## src/rtl/race_screen_sequencer.sv

```systemverilog
// Game flow controller: MENU -> GAME -> END screens, finish-line winner
// arbitration (red > blue > green > yellow) and idle-timeout race abort.
module race_screen_sequencer #(
    parameter int unsigned MAX_POS                = 16,
    parameter int unsigned IDLE_TIMEOUT_CLK_COUNT = 1500000000
) (
    input  logic                       clk,
    input  logic                       reset,
    input  logic                       is_in_menu,
    input  logic                       reset_all,
    input  logic                       red_ready_to_play,
    input  logic                       blue_ready_to_play,
    input  logic                       green_ready_to_play,
    input  logic                       yellow_ready_to_play,
    input  logic [$clog2(MAX_POS)-1:0] red_cur_pos,
    input  logic [$clog2(MAX_POS)-1:0] blue_cur_pos,
    input  logic [$clog2(MAX_POS)-1:0] green_cur_pos,
    input  logic [$clog2(MAX_POS)-1:0] yellow_cur_pos,
    input  logic                       red_activity,
    input  logic                       blue_activity,
    input  logic                       green_activity,
    input  logic                       yellow_activity,
    output logic [1:0]                 current_screen,
    output logic [3:0]                 winner,
    output logic                       winner_valid,
    output logic                       race_timeout,
    output logic                       game_over
);

    localparam int unsigned PW = $clog2(MAX_POS);
    localparam int unsigned CW = (IDLE_TIMEOUT_CLK_COUNT == 0) ? 1
                                 : $clog2(IDLE_TIMEOUT_CLK_COUNT + 1);
    localparam bit             TIMEOUT_EN = (IDLE_TIMEOUT_CLK_COUNT != 0);
    localparam logic [PW-1:0]  FIN_POS    = PW'(MAX_POS - 1);
    localparam logic [CW-1:0]  IDLE_LAST  = CW'(IDLE_TIMEOUT_CLK_COUNT - 1);

    localparam logic [1:0] S_MENU = 2'd0;
    localparam logic [1:0] S_GAME = 2'd1;
    localparam logic [1:0] S_END  = 2'd2;

    logic [1:0]    state_q, state_d;
    logic [3:0]    winner_q, winner_d;
    logic          winner_valid_q, winner_valid_d;
    logic          race_timeout_q, race_timeout_d;
    logic          game_over_q, game_over_d;
    logic [CW-1:0] idle_q, idle_d;
    logic          is_in_menu_q;

    logic [3:0]    fin;
    logic          any_act;
    logic          start_evt;

    assign fin = {yellow_ready_to_play & (yellow_cur_pos == FIN_POS),
                  green_ready_to_play  & (green_cur_pos  == FIN_POS),
                  blue_ready_to_play   & (blue_cur_pos   == FIN_POS),
                  red_ready_to_play    & (red_cur_pos    == FIN_POS)};

    assign any_act   = red_activity | blue_activity | green_activity | yellow_activity;
    assign start_evt = is_in_menu_q & ~is_in_menu;

    always_comb begin
        state_d        = state_q;
        winner_d       = winner_q;
        winner_valid_d = winner_valid_q;
        race_timeout_d = race_timeout_q;
        idle_d         = idle_q;
        game_over_d    = 1'b0;

        if (reset_all) begin
            state_d        = S_MENU;
            winner_d       = '0;
            winner_valid_d = 1'b0;
            race_timeout_d = 1'b0;
            idle_d         = '0;
        end else begin
            case (state_q)
                S_MENU: begin
                    winner_d       = '0;
                    winner_valid_d = 1'b0;
                    race_timeout_d = 1'b0;
                    idle_d         = '0;
                    if (start_evt) state_d = S_GAME;
                end
                S_GAME: begin
                    if (|fin) begin
                        state_d        = S_END;
                        // Lowest set bit isolates the highest-priority finisher.
                        winner_d       = fin & (~fin + 4'd1);
                        winner_valid_d = 1'b1;
                        race_timeout_d = 1'b0;
                        game_over_d    = 1'b1;
                    end else if (TIMEOUT_EN && !any_act && idle_q == IDLE_LAST) begin
                        state_d        = S_END;
                        winner_d       = '0;
                        winner_valid_d = 1'b0;
                        race_timeout_d = 1'b1;
                        game_over_d    = 1'b1;
                    end else if (any_act) begin
                        idle_d = '0;
                    end else if (idle_q != '1) begin
                        idle_d = idle_q + CW'(1);
                    end
                end
                S_END: begin
                end
                default: begin
                    state_d        = S_MENU;
                    winner_d       = '0;
                    winner_valid_d = 1'b0;
                    race_timeout_d = 1'b0;
                    idle_d         = '0;
                end
            endcase
        end
    end

    always_ff @(posedge clk) begin
        if (!reset) begin
            state_q        <= S_MENU;
            winner_q       <= '0;
            winner_valid_q <= 1'b0;
            race_timeout_q <= 1'b0;
            game_over_q    <= 1'b0;
            idle_q         <= '0;
            is_in_menu_q   <= 1'b1;
        end else begin
            state_q        <= state_d;
            winner_q       <= winner_d;
            winner_valid_q <= winner_valid_d;
            race_timeout_q <= race_timeout_d;
            game_over_q    <= game_over_d;
            idle_q         <= idle_d;
            is_in_menu_q   <= is_in_menu;
        end
    end

    assign current_screen = state_q;
    assign winner         = winner_q;
    assign winner_valid   = winner_valid_q;
    assign race_timeout   = race_timeout_q;
    assign game_over      = game_over_q;

endmodule

```

## config.mk

```make
export PLATFORM = sky130hd
export DESIGN_NAME = race_screen_sequencer
export DESIGN_NICKNAME = d
export VERILOG_FILES = /design/src/rtl/race_screen_sequencer.sv
export SDC_FILE = /design/constraint.sdc
export NUM_CORES = 1
export LEC_CHECK = 0
export ABC_AREA = 1
export CAP_MARGIN = 15
export CORE_MARGIN = 4
export CORE_UTILIZATION = 35
export DETAILED_ROUTE_END_ITERATION = 12
export GPL_TIMING_DRIVEN = 0
export HOLD_SLACK_MARGIN = 0.1
export MAX_ROUTING_LAYER = met4
export PLACE_DENSITY = 0.64
export SYNTH_ARGS = -nofsm -noshare
export SYNTH_HDL_FRONTEND = slang
export SYNTH_SLANG_ARGS = --single-unit
```

## constraint.sdc

```tcl
create_clock -name clk -period 2.2 [get_ports clk]
set_clock_uncertainty 0.1 [all_clocks]
set_input_delay 0.44 -clock clk [delete_from_list [all_inputs] [get_ports clk]]
set_output_delay 0.44 -clock clk [all_outputs]
set_load 0.05 [all_outputs]
```

==> After elaboration in Yosys (flattened, before gate mapping) <==
Cells that the tools add are included.
{ "totals": {"regBits": 41, "inputBits": 28, "output_inout_bits": 9, "word_cells": 65} }
{ "op_classes": {"addsub": 2, "eq_ne": 13, "n_mux": 20, "bitwise": 14, "reduce_logical": 9} }
{ "op_table": {"columns": ["operator", "count"], "rows": [
  ["$mux W31", 4],
  ["$pmux W31 S2", 1],
  ["$add A31 B1 Y31 const B", 1],
  ["$eq A31 B31 Y1 const B", 1],
  ["$ne A31 B31 Y1 const B", 1],
  ["$eq A4 B4 Y1 const B", 4],
  ["$mux W4", 2],
  ["$pmux W4 S2", 1],
  ["$mux W1", 6],
  ["$mux W2", 3],
  ["$ne A2 B2 Y1 const B", 3],
  ["$ne A3 B3 Y1 const B", 2],
  ["$pmux W2 S3", 1],
  ["$and A1 B1 Y1", 5],
  ["$add A4 B1 Y4 const B", 1],
  ["$and A4 B4 Y4", 1],
  ["$not A1 Y1", 4],
  ["$not A4 Y4", 1],
  ["$pmux W1 S2", 2],
  ["$reduce_and A4 Y1", 1],
  ["$reduce_or A4 Y1", 1],
  ["$or A1 B1 Y1", 3],
  ["$reduce_and A3 Y1", 1],
  ["$reduce_or A3 Y1", 1],
  ["other kinds (7)", 7]
]} }

==> Longest topological paths before layout <==
Gate-level depths: netlist of run 1.
{ "depth": {"ltp_word": 8, "depth_mapped": 13, "depth_no_buf": 12} }

==> Worst setup path before layout of run 1 <==
No wires, ideal clock.
{ "synth_path": {"path_type": "register -> register", "startpoint": "register state_q[0], in the netlist current_screen[0]", "endpoint": "register idle_q[10]", "setup_time_ns": 0.132, "arrival_ns": 1.800, "required_time_ns": 1.968, "setup_slack_ns": 0.168, "path_stages_with_launch": 10, "period_less_slack_ns": 2.032, "cell_sequence": "dfxtp_1 inv_1 nor2_1 inv_2 nor2_2 nor2_2 buf_6 buf_2 nand3_1 a21oi_1"} }
{ "synth_via": {"elab_chain_cells": 3, "word_cells_on_any_way": 8} }
{ "synth_rtl": {"columns": ["element", "line", "source"], "rows": [
  ["from (decl)", "41", "logic [1:0] state_q, state_d;"],
  ["from (signal assigned)", "127", "state_q <= state_d;"],
  ["$eq A2 B1 Y1 or $eq A2 B2 Y1 (tied branches)", "76", "case (state_q)"],
  ["$ne A3 B3 Y1 (no line), or another cell as far along", null, null],
  ["$reduce_and A4 Y1 (no line)", null, null],
  ["to (signal assigned)", "132", "idle_q <= idle_d;"],
  ["to (decl)", "46", "logic [CW-1:0] idle_q, idle_d;"]
]} }
Parallel ways exist; a longest one is shown, timed or not.
A chain may end at the register's enable or synchronous reset.

==> Worst setup path after layout of run 1 <==
{ "layout_path": {"startpoint": "input port blue_activity", "endpoint": "register idle_q[20]"} }
{ "layout_via": {"elab_chain_cells": 7, "word_cells_on_any_way": 12} }
{ "layout_rtl": {"columns": ["element", "line", "source"], "rows": [
  ["from (decl)", "20", "input logic blue_activity,"],
  ["$or A1 B1 Y1 (*) (3 in a row)", "58", "assign any_act = red_activity | blue_activity | green_activity | yellow_activity;"],
  ["$mux W31 or $logic_not A1 Y1 (tied branches)", "98, 92", null],
  ["$mux W31 or $logic_and A1 B1 Y1 (tied branches)", "92", "end else if (TIMEOUT_EN && !any_act && idle_q == IDLE_LAST) begin"],
  ["$mux W31 or $ne A2 B2 Y1 (tied branches)", null, null],
  ["$pmux W31 S2 or $reduce_and A4 Y1 (tied branches)", null, null]
]} }
Every way passes the cells marked *; elsewhere a longest branch is shown, timed or not. The select of a mux whose other input is x is not followed.

==> flow_results.xml, run 1 <==
<?xml version="1.0" encoding="UTF-8"?>
<metrics>
  <group name="status">
    <metric name="outcome" unit="">finished clean</metric>
  </group>
  <group name="floorplan">
    <metric name="num_rows" unit="">33</metric>
    <metric name="start_util" unit="%">36.0</metric>
    <metric name="core_area" unit="sq mm">0.00822</metric>
    <metric name="die-area" unit="sq mm">0.00998</metric>
    <metric name="die_x" unit="microns">99.9</metric>
    <metric name="floorplan.die.height" unit="microns">99.9</metric>
    <metric name="io_pins" unit="">37</metric>
  </group>
  <group name="detailed_routing">
    <metric name="wl_per_cell" unit="microns">12.7</metric>
    <metric name="dr.first_iter.drc_count" unit="">255</metric>
    <metric name="drt_wl_total" unit="mm">8.49</metric>
    <metric name="drtAntennaViolNets" unit="">0</metric>
    <metric name="vias_per_cell" unit="">4.95</metric>
    <metric name="detailedRoute.firstPassIterationCount" unit="">5</metric>
    <metric name="dr_total_vias" unit="">3307</metric>
    <metric name="drc_errors" unit="">0</metric>
  </group>
  <group name="worst_hold_path">
    <metric name="hold_depth" unit="">2</metric>
    <metric name="hold_path_class" unit="">reg2reg</metric>
    <metric name="hold_path_startpoint" unit="">winner_valid$_SDFFE_PP0P_</metric>
    <metric name="whs_endpoint" unit="">winner_valid$_SDFFE_PP0P_</metric>
  </group>
  <group name="critical_path">
    <metric name="regToRegEndpoint" unit="">idle_q[20]$_SDFFE_PP0P_</metric>
    <metric name="critical_path_arrival" unit="ns">2.25</metric>
    <metric name="r2r_setup_slack" unit="ns">0.14</metric>
    <metric name="worstSetupStartpointType" unit="">input port</metric>
    <metric name="r2r-start" unit="">idle_q[0]$_SDFFE_PP0P_</metric>
    <metric name="timing.critical_path.required" unit="ns">2.33</metric>
    <metric name="timing_worst_setup_path_type" unit="">in2reg</metric>
    <metric name="worst_setup_path_end_kind" unit="">register</metric>
    <metric name="ff2ff_path_depth" unit="">13</metric>
    <metric name="crit_fanout" unit="">10</metric>
  </group>
  <group name="place">
    <metric name="place_hpwl" unit="mm">6.59</metric>
    <metric name="gp_congestion" unit="">0.955</metric>
    <metric name="port_buffers" unit="">36</metric>
    <metric name="dpl.cell_count" unit="">656</metric>
  </group>
  <group name="global_route">
    <metric name="first_global_vias" unit="">3006</metric>
    <metric name="initial_antenna_violation_count" unit="">0</metric>
    <metric name="global_route.usage.total" unit="%">17.3</metric>
    <metric name="sum_of_overflow_across_all_layers_after_global_routing" unit="">0</metric>
    <metric name="pin_count_of_the_biggest_net_entering_global_routing" unit="">15</metric>
    <metric name="grt_first_pass_wirelength" unit="mm">13.6</metric>
  </group>
  <group name="clock_tree">
    <metric name="htree_levels" unit="">2</metric>
    <metric name="path_clk_slew" unit="ns">0.09</metric>
    <metric name="total_number_of_clock_tree_sinks" unit="">41</metric>
    <metric name="cts_max_path_buffers" unit="">2</metric>
    <metric name="worst_skew_pair.late_latency" unit="ns">0.30</metric>
    <metric name="master_cell_of_the_clock_root_buffer" unit="">sky130_fd_sc_hd__clkbuf_8</metric>
    <metric name="postCtsHoldBufs" unit="">0</metric>
    <metric name="cts_made_buffers" unit="">5</metric>
    <metric name="tritoncts" unit="">built</metric>
  </group>
  <group name="cells_and_area">
    <metric name="area_growth_syn_to_layout" unit="%">22.6</metric>
    <metric name="design.final.nets" unit="">591</metric>
    <metric name="antenna_cells_inserted" unit="">0</metric>
    <metric name="drive_gt1_share" unit="%">11.0</metric>
    <metric name="non_filler_cells_in_the_finished_layout" unit="">668</metric>
  </group>
  <group name="timing">
    <metric name="setup_tns_final" unit="ns">0</metric>
    <metric name="final-max-slew-violation-count" unit="">0</metric>
    <metric name="setup_viol" unit="">0</metric>
    <metric name="finalHoldViolations" unit="">0</metric>
    <metric name="relSlewSlack" unit="%">65.5</metric>
    <metric name="clock.fmax" unit="MHz">471</metric>
    <metric name="period_share" unit="%">96.4</metric>
    <metric name="final.min_clock_period" unit="ns">2.12</metric>
    <metric name="worst_pin_slew" unit="ns">0.516</metric>
  </group>
  <group name="run">
    <metric name="drv.max_cap_violation_count" unit="">0</metric>
  </group>
  <group name="synthesis">
    <metric name="post_synth_instance_area" unit="sq mm">0.00296</metric>
    <metric name="yosysWarnings" unit="">0</metric>
    <metric name="synth_cells" unit="">515</metric>
    <metric name="synthesis.area_per_instance" unit="sq um">5.74</metric>
    <metric name="synth-seq-area-share" unit="%">27.8</metric>
    <metric name="yosys_reg_bits" unit="">41</metric>
    <metric name="yosysUniqueCellTypes" unit="">28</metric>
    <metric name="syn-num-nets" unit="">544</metric>
  </group>
  <group name="power">
    <metric name="power.leakage" unit="uW">0.00144</metric>
    <metric name="powerDensity" unit="mW/mm^2">386</metric>
    <metric name="ir_drop" unit="uV">205</metric>
  </group>
</metrics>
cell type report:
cell class | instances | area (sq um)
fillers | 869 | 4590
clock inverters | 3 | 21.3
flip-flops and latches | 41 | 823
multi-input cells | 402 | 1850
clock buffers | 5 | 68.8
plain buffers | 16 | 125
repair buffers | 40 | 390
inverters | 56 | 214
well taps | 105 | 131
what timing repair did:
item                                    4_1_cts  5_1_grt
gates resized for setup                       2       18
endpoints found under the setup margin       14       30
buffers inserted                              0        4
pin swaps                                     0        4
worst max-delay path, stage by stage:
cell	delay, ns
sky130_fd_sc_hd__clkdlybuf4s50_1	0.40
sky130_fd_sc_hd__inv_1	0.05
sky130_fd_sc_hd__nand2_1	0.07
sky130_fd_sc_hd__nor3_4	0.17
sky130_fd_sc_hd__buf_4	0.18
sky130_fd_sc_hd__buf_4	0.12
sky130_fd_sc_hd__nand3_2	0.10
sky130_fd_sc_hd__nor2_4	0.12
sky130_fd_sc_hd__nor2_4	0.07
sky130_fd_sc_hd__buf_6	0.14
sky130_fd_sc_hd__buf_6	0.16
sky130_fd_sc_hd__nand3_2	0.06
sky130_fd_sc_hd__nand2_1	0.05
sky130_fd_sc_hd__nor2_1	0.13
worst max path at each step:
| stage | endpoint | slack [ns] | from | cells after the start |
|---|---|---|---|---|
| 2_1_floorplan | idle_q[10]$_SDFFE_PP0P_ | 0.17 | current_screen[0]$_SDFFE_PP0P_ | 9 |
| 3_3_place_gp | idle_q[23]$_SDFFE_PP0P_ | -0.36 | red_activity | 11 |
| 3_5_place_dp | idle_q[21]$_SDFFE_PP0P_ | -0.35 | blue_activity | 11 |
| 4_1_cts | idle_q[21]$_SDFFE_PP0P_ | 0.09 | green_activity | 9 |
| 5_1_grt | idle_q[16]$_SDFFE_PP0P_ | -0.003 | red_activity | 13 |
| 6_report | idle_q[20]$_SDFFE_PP0P_ | 0.08 | blue_activity | 14 |
power by group:
group / internal (uW) / total, uW / switching (uW)
clock: 226 / 530 / 304
sequential: 745 / 747 / 2.42
combinational: 63.4 / 122 / 59.1
kinds of logic (layout without fill, tap and decap cells):
group	after synthesis	in the layout	share of synthesized area (%)
AOI/OAI and AO/OA	27	27	4.74
xor gates and xnor gates	1	1	0.296
adders and majority gates	1	1	0.423
buffers and inverters	72	120	11.0
DFF	41	41	27.8
and+or+nand+nor	373	373	55.8
metal layers:
layer / GRT usage [%] / vias up / routed length (microns) / share of wire (%)
met2: 28.6 / 95 / 4000 / 47
li1: - / 1710 / - / -
met3: 3.13 / 19 / 524 / 6.2
met5: - / - / 0 / 0
met1: 21.3 / 1483 / 3790 / 45
met4: 5.57 / 0 / 184 / 2.2
cell usage after synthesis (all sizes together):
cell type / count / area, sq um
inv: 54 / 203
nor3b: 1 / 7.51
o21bai: 2 / 15.0
xor2: 1 / 8.76
dfxtp: 41 / 821
ha: 1 / 12.5
buf: 13 / 104
clkinv: 2 / 7.51
nand2: 170 / 668
a21oi: 17 / 85.1
clkbuf: 3 / 11.3
nor2: 108 / 443
or2: 3 / 18.8
nand3b: 1 / 7.51
nand3: 81 / 450
nand4: 3 / 18.8
o21ai: 8 / 40.0
nor3: 6 / 35.0
through the flow:
| stage | worst slack [ns] | power [uW] | util [%] | hold WS (ns) | cell area [sq um] |
|---|---|---|---|---|---|
| after floorplan | 0.168 | 816 | - | 0.349 | 2960 |
| after global placement | -0.365 | 879 | 42.0 | 0.352 | 3450 |
| after detailed placement | -0.346 | 881 | 42.0 | 0.359 | 3450 |
| after CTS | 0.0871 | 1400 | 43.2 | 0.376 | 3550 |
| after global routing | -0.00314 | 1450 | 44.1 | 0.392 | 3630 |
| final | 0.0788 | 1400 | 44.1 | 0.372 | 3630 |
state kept, by name, summed over array words and instances (netlist names):
name and count:
current_screen 2, game_over 1, idle_q 31, is_in_menu_q 1, race_timeout 1, winner 4, winner_valid 1
layout by cell type (no fill, tap or decap), types with 2 or more instances in the layout:
| cell | instances |
|---|---|
| sky130_fd_sc_hd__clkbuf_8 | 5 |
| sky130_fd_sc_hd__nor2_1 | 98 |
| sky130_fd_sc_hd__nand3_1 | 71 |
| sky130_fd_sc_hd__dfxtp_2 | 2 |
| sky130_fd_sc_hd__clkbuf_4 | 2 |
| sky130_fd_sc_hd__nand3_2 | 10 |
| sky130_fd_sc_hd__nand4_1 | 3 |
| sky130_fd_sc_hd__nand2_4 | 3 |
| sky130_fd_sc_hd__nand2_1 | 164 |
| sky130_fd_sc_hd__dfxtp_1 | 39 |
| sky130_fd_sc_hd__nor2_4 | 6 |
| sky130_fd_sc_hd__clkinvlp_4 | 2 |
| sky130_fd_sc_hd__o21bai_1 | 2 |
| sky130_fd_sc_hd__inv_2 | 2 |
| sky130_fd_sc_hd__inv_1 | 52 |
| sky130_fd_sc_hd__nand2_2 | 3 |
| sky130_fd_sc_hd__clkbuf_1 | 2 |
| sky130_fd_sc_hd__buf_4 | 6 |
| sky130_fd_sc_hd__nor3_1 | 5 |
| sky130_fd_sc_hd__buf_6 | 6 |
| sky130_fd_sc_hd__buf_2 | 3 |
| sky130_fd_sc_hd__a21oi_1 | 17 |
| sky130_fd_sc_hd__clkdlybuf4s50_1 | 36 |
| sky130_fd_sc_hd__o21ai_0 | 7 |
| sky130_fd_sc_hd__or2_2 | 3 |
| sky130_fd_sc_hd__nor2_2 | 4 |
No activity file was read; power rests on OpenSTA's default activity.
==> inputs of run 2 (changes only) <==
--- a/config.mk
+++ b/config.mk
@@ -8,12 +8,12 @@
 export ABC_AREA = 1
 export CAP_MARGIN = 15
 export CORE_MARGIN = 4
-export CORE_UTILIZATION = 35
+export CORE_UTILIZATION = 56
 export DETAILED_ROUTE_END_ITERATION = 12
 export GPL_TIMING_DRIVEN = 0
 export HOLD_SLACK_MARGIN = 0.1
 export MAX_ROUTING_LAYER = met4
-export PLACE_DENSITY = 0.64
+export PLACE_DENSITY = 0.89
 export SYNTH_ARGS = -nofsm -noshare
 export SYNTH_HDL_FRONTEND = slang
 export SYNTH_SLANG_ARGS = --single-unit
==> run 2 against run 1 <==
Maximum frequency is 2.9% higher. Critical path depth down 13. Largest cell class unchanged. Power decreased by 2.4%. Final cell count is 5.5% lower. Highest routed layer unchanged. Sequential cell count is the same. Global-route usage increased by 11 points. Design area shrank 2.1%. Combinational power decreased by 3%. Worst setup slack gained 0.061 ns. Sequential share of layout area increased by 0.49 points. Via count is 1.8% higher. Register-to-register slack improved by 0.04 ns.
==> flow_results.xml, run 2 (same netlist as run 1, synthesis figures left out) <==
<?xml version="1.0" encoding="UTF-8"?>
<metrics>
  <group name="detailed_routing">
    <metric name="drt_wl_total" unit="mm">8.39</metric>
    <metric name="detailedRoute.firstPassIterationCount" unit="">5</metric>
    <metric name="drtAntennaViolNets" unit="">0</metric>
    <metric name="wl_per_cell" unit="microns">13.3</metric>
    <metric name="vias_per_cell" unit="">5.33</metric>
    <metric name="drc_errors" unit="">0</metric>
    <metric name="dr.first_iter.drc_count" unit="">215</metric>
    <metric name="dr_total_vias" unit="">3366</metric>
  </group>
  <group name="clock_tree">
    <metric name="postCtsHoldBufs" unit="">0</metric>
    <metric name="path_clk_slew" unit="ns">0.08</metric>
    <metric name="master_cell_of_the_clock_root_buffer" unit="">sky130_fd_sc_hd__clkbuf_8</metric>
    <metric name="total_number_of_clock_tree_sinks" unit="">41</metric>
    <metric name="htree_levels" unit="">2</metric>
    <metric name="cts_max_path_buffers" unit="">2</metric>
    <metric name="worst_skew_pair.late_latency" unit="ns">0.30</metric>
    <metric name="cts_made_buffers" unit="">5</metric>
    <metric name="tritoncts" unit="">built</metric>
  </group>
  <group name="place">
    <metric name="gp_congestion" unit="">0.945</metric>
    <metric name="dpl-instance-area" unit="sq mm">0.00340</metric>
    <metric name="port_buffers" unit="">36</metric>
    <metric name="place_hpwl" unit="mm">6.49</metric>
    <metric name="dpl.cell_count" unit="">621</metric>
  </group>
  <group name="global_route">
    <metric name="sum_of_overflow_across_all_layers_after_global_routing" unit="">0</metric>
    <metric name="pin_count_of_the_biggest_net_entering_global_routing" unit="">13</metric>
    <metric name="first_global_vias" unit="">3155</metric>
    <metric name="grt_first_pass_wirelength" unit="mm">14.3</metric>
    <metric name="initial_antenna_violation_count" unit="">0</metric>
    <metric name="global_route.usage.total" unit="%">28.7</metric>
  </group>
  <group name="floorplan">
    <metric name="die_x" unit="microns">80.7</metric>
    <metric name="start_util" unit="%">57.9</metric>
    <metric name="io_pins" unit="">37</metric>
    <metric name="num_rows" unit="">26</metric>
    <metric name="core_area" unit="sq mm">0.00511</metric>
    <metric name="floorplan.die.height" unit="microns">80.7</metric>
    <metric name="die-area" unit="sq mm">0.00651</metric>
  </group>
  <group name="critical_path">
    <metric name="worst_setup_path_end_kind" unit="">output pin</metric>
    <metric name="timing.critical_path.required" unit="ns">1.66</metric>
    <metric name="crit_fanout" unit="">4</metric>
    <metric name="crit_buf_inv" unit="">1</metric>
    <metric name="critical_path.top_delay_family" unit="">buffers and inverters</metric>
    <metric name="slowest_library_cell_on_the_worst_path" unit="">sky130_fd_sc_hd__clkdlybuf4s50_1</metric>
    <metric name="cells_along_the_critical_path" unit="">clkdlybuf4s50_1</metric>
    <metric name="critical_path_arrival" unit="ns">1.52</metric>
    <metric name="worstSetupStartpointType" unit="">register</metric>
    <metric name="max_stage_delay" unit="ns">0.83</metric>
    <metric name="r2r_setup_slack" unit="ns">0.18</metric>
    <metric name="timing_worst_setup_path_type" unit="">reg2out</metric>
  </group>
  <group name="power">
    <metric name="combinationalPowerShare" unit="%">8.7</metric>
    <metric name="powerDensity" unit="mW/mm^2">385</metric>
    <metric name="switchingPower" unit="uW">335</metric>
    <metric name="power.share.switching" unit="%">24.6</metric>
    <metric name="power_frac_clock" unit="%">36.6</metric>
    <metric name="ir_drop" unit="uV">286</metric>
    <metric name="p_total" unit="uW">1370</metric>
    <metric name="power.leakage" unit="uW">0.00142</metric>
    <metric name="power_report.internal_total" unit="uW">1030</metric>
    <metric name="share_seq_of_total_power" unit="%">54.7</metric>
  </group>
  <group name="cells_and_area">
    <metric name="layout_common_cells" unit="">164 x sky130_fd_sc_hd__nand2_1, 97 x sky130_fd_sc_hd__nor2_1, 71 x sky130_fd_sc_hd__nand3_1, 52 x sky130_fd_sc_hd__inv_1, 39 x sky130_fd_sc_hd__dfxtp_1</metric>
    <metric name="largest_register_ffs" unit="">31</metric>
    <metric name="design.final.nets" unit="">589</metric>
    <metric name="non_filler_cells_in_the_finished_layout" unit="">631</metric>
    <metric name="registers.top_by_ff_count" unit="">idle_q</metric>
    <metric name="drive_gt1_share" unit="%">10.5</metric>
    <metric name="antenna_cells_inserted" unit="">0</metric>
    <metric name="postLayoutCellArea" unit="sq mm">0.00355</metric>
    <metric name="most_frequent_standard_cell_in_the_layout_excluding_fill_and_tap_cells" unit="">sky130_fd_sc_hd__nand2_1</metric>
    <metric name="area_growth_syn_to_layout" unit="%">20.1</metric>
  </group>
  <group name="timing">
    <metric name="setup_tns_final" unit="ns">0</metric>
    <metric name="setup_repair_after_global_routing_missed_its_margin" unit="">false</metric>
    <metric name="period_share" unit="%">93.7</metric>
    <metric name="worst_pin_slew" unit="ns">0.518</metric>
    <metric name="relSlewSlack" unit="%">65.4</metric>
    <metric name="clock.fmax" unit="MHz">485</metric>
    <metric name="final-max-slew-violation-count" unit="">0</metric>
    <metric name="finalHoldViolations" unit="">0</metric>
    <metric name="final.min_clock_period" unit="ns">2.06</metric>
    <metric name="setup_viol" unit="">0</metric>
  </group>
  <group name="worst_hold_path">
    <metric name="hold_path_class" unit="">reg2reg</metric>
  </group>
  <group name="run">
    <metric name="drv.max_cap_violation_count" unit="">0</metric>
  </group>
  <group name="status">
    <metric name="outcome" unit="">finished clean</metric>
  </group>
</metrics>
## run 2: cell types whose count changed in the layout (fill, tap and decap cells not counted), sizes merged
cell,before,now
clkbuf,10,12
buf,15,13
clkinvlp,2,1
clkinv,2,1
## run 2: power groups by stage
stage / clock network, uW / logic (uW) / registers, uW
floorplan: 0 / 48.0 / 768
global placement: 0 / 113 / 764
detailed placement: 0 / 116 / 764
CTS: 506 / 116 / 747
global route: 544 / 129 / 748
finish: 500 / 118 / 747
## run 2: area by class of cell
cell class / instances / area [sq um]
buffer: 16 / 120
clock buffer: 7 / 76.3
clock inverter: 1 / 7.51
fill: 483 / 1560
inverter: 56 / 210
multi-input combinational: 402 / 1850
sequential: 41 / 823
tap: 70 / 87.6
timing repair buffer: 38 / 375
## run 2: tightest hold or removal path, cell delays in order (launching register included)
cell                      delay (ns)
sky130_fd_sc_hd__dfxtp_1        0.31
sky130_fd_sc_hd__nand3_1        0.07
sky130_fd_sc_hd__nand2_1        0.05
## run 2: metrics by stage
| step | util, % | setup slack [ns] | hold WS, ns |
|---|---|---|---|
| after CTS | 68.3 | 0.0685 | 0.370 |
| final | 69.5 | 0.139 | 0.368 |
| after global routing | 69.5 | 0.00685 | 0.397 |
| after global placement | 66.7 | -0.186 | 0.355 |
| after detailed placement | 66.7 | -0.214 | 0.362 |
| after floorplan | - | 0.168 | 0.349 |
## run 2: final timing paths
path	startpoint	end	cells after the start
worst max register to register	idle_q[0]$_SDFFE_PP0P_	idle_q[15]$_SDFFE_PP0P_	12
worst max-delay path	current_screen[1]$_SDFFE_PP0P_	current_screen[1]	1
worst min-delay path	winner[2]$_SDFFE_PP0P_	winner[2]$_SDFFE_PP0P_	2
worst min register to register	winner[2]$_SDFFE_PP0P_	winner[2]$_SDFFE_PP0P_	2
## run 2: what timing repair did
action | 4_1_cts | 5_1_grt
resized for setup | 1 | 15
endpoints found under the setup margin | 1 | 36
buffers inserted | 0 | 2
pin swaps | 0 | 3
gates cloned | 0 | 0
## run 2: metal layers
layer  vias up  share of wire, %  track usage (%)
met3        25               7.3             4.60
li1       1706                 -                -
met5         -                 0                -
met2       140                47             47.9
met4         0               3.3             10.5
met1      1495                42             34.8
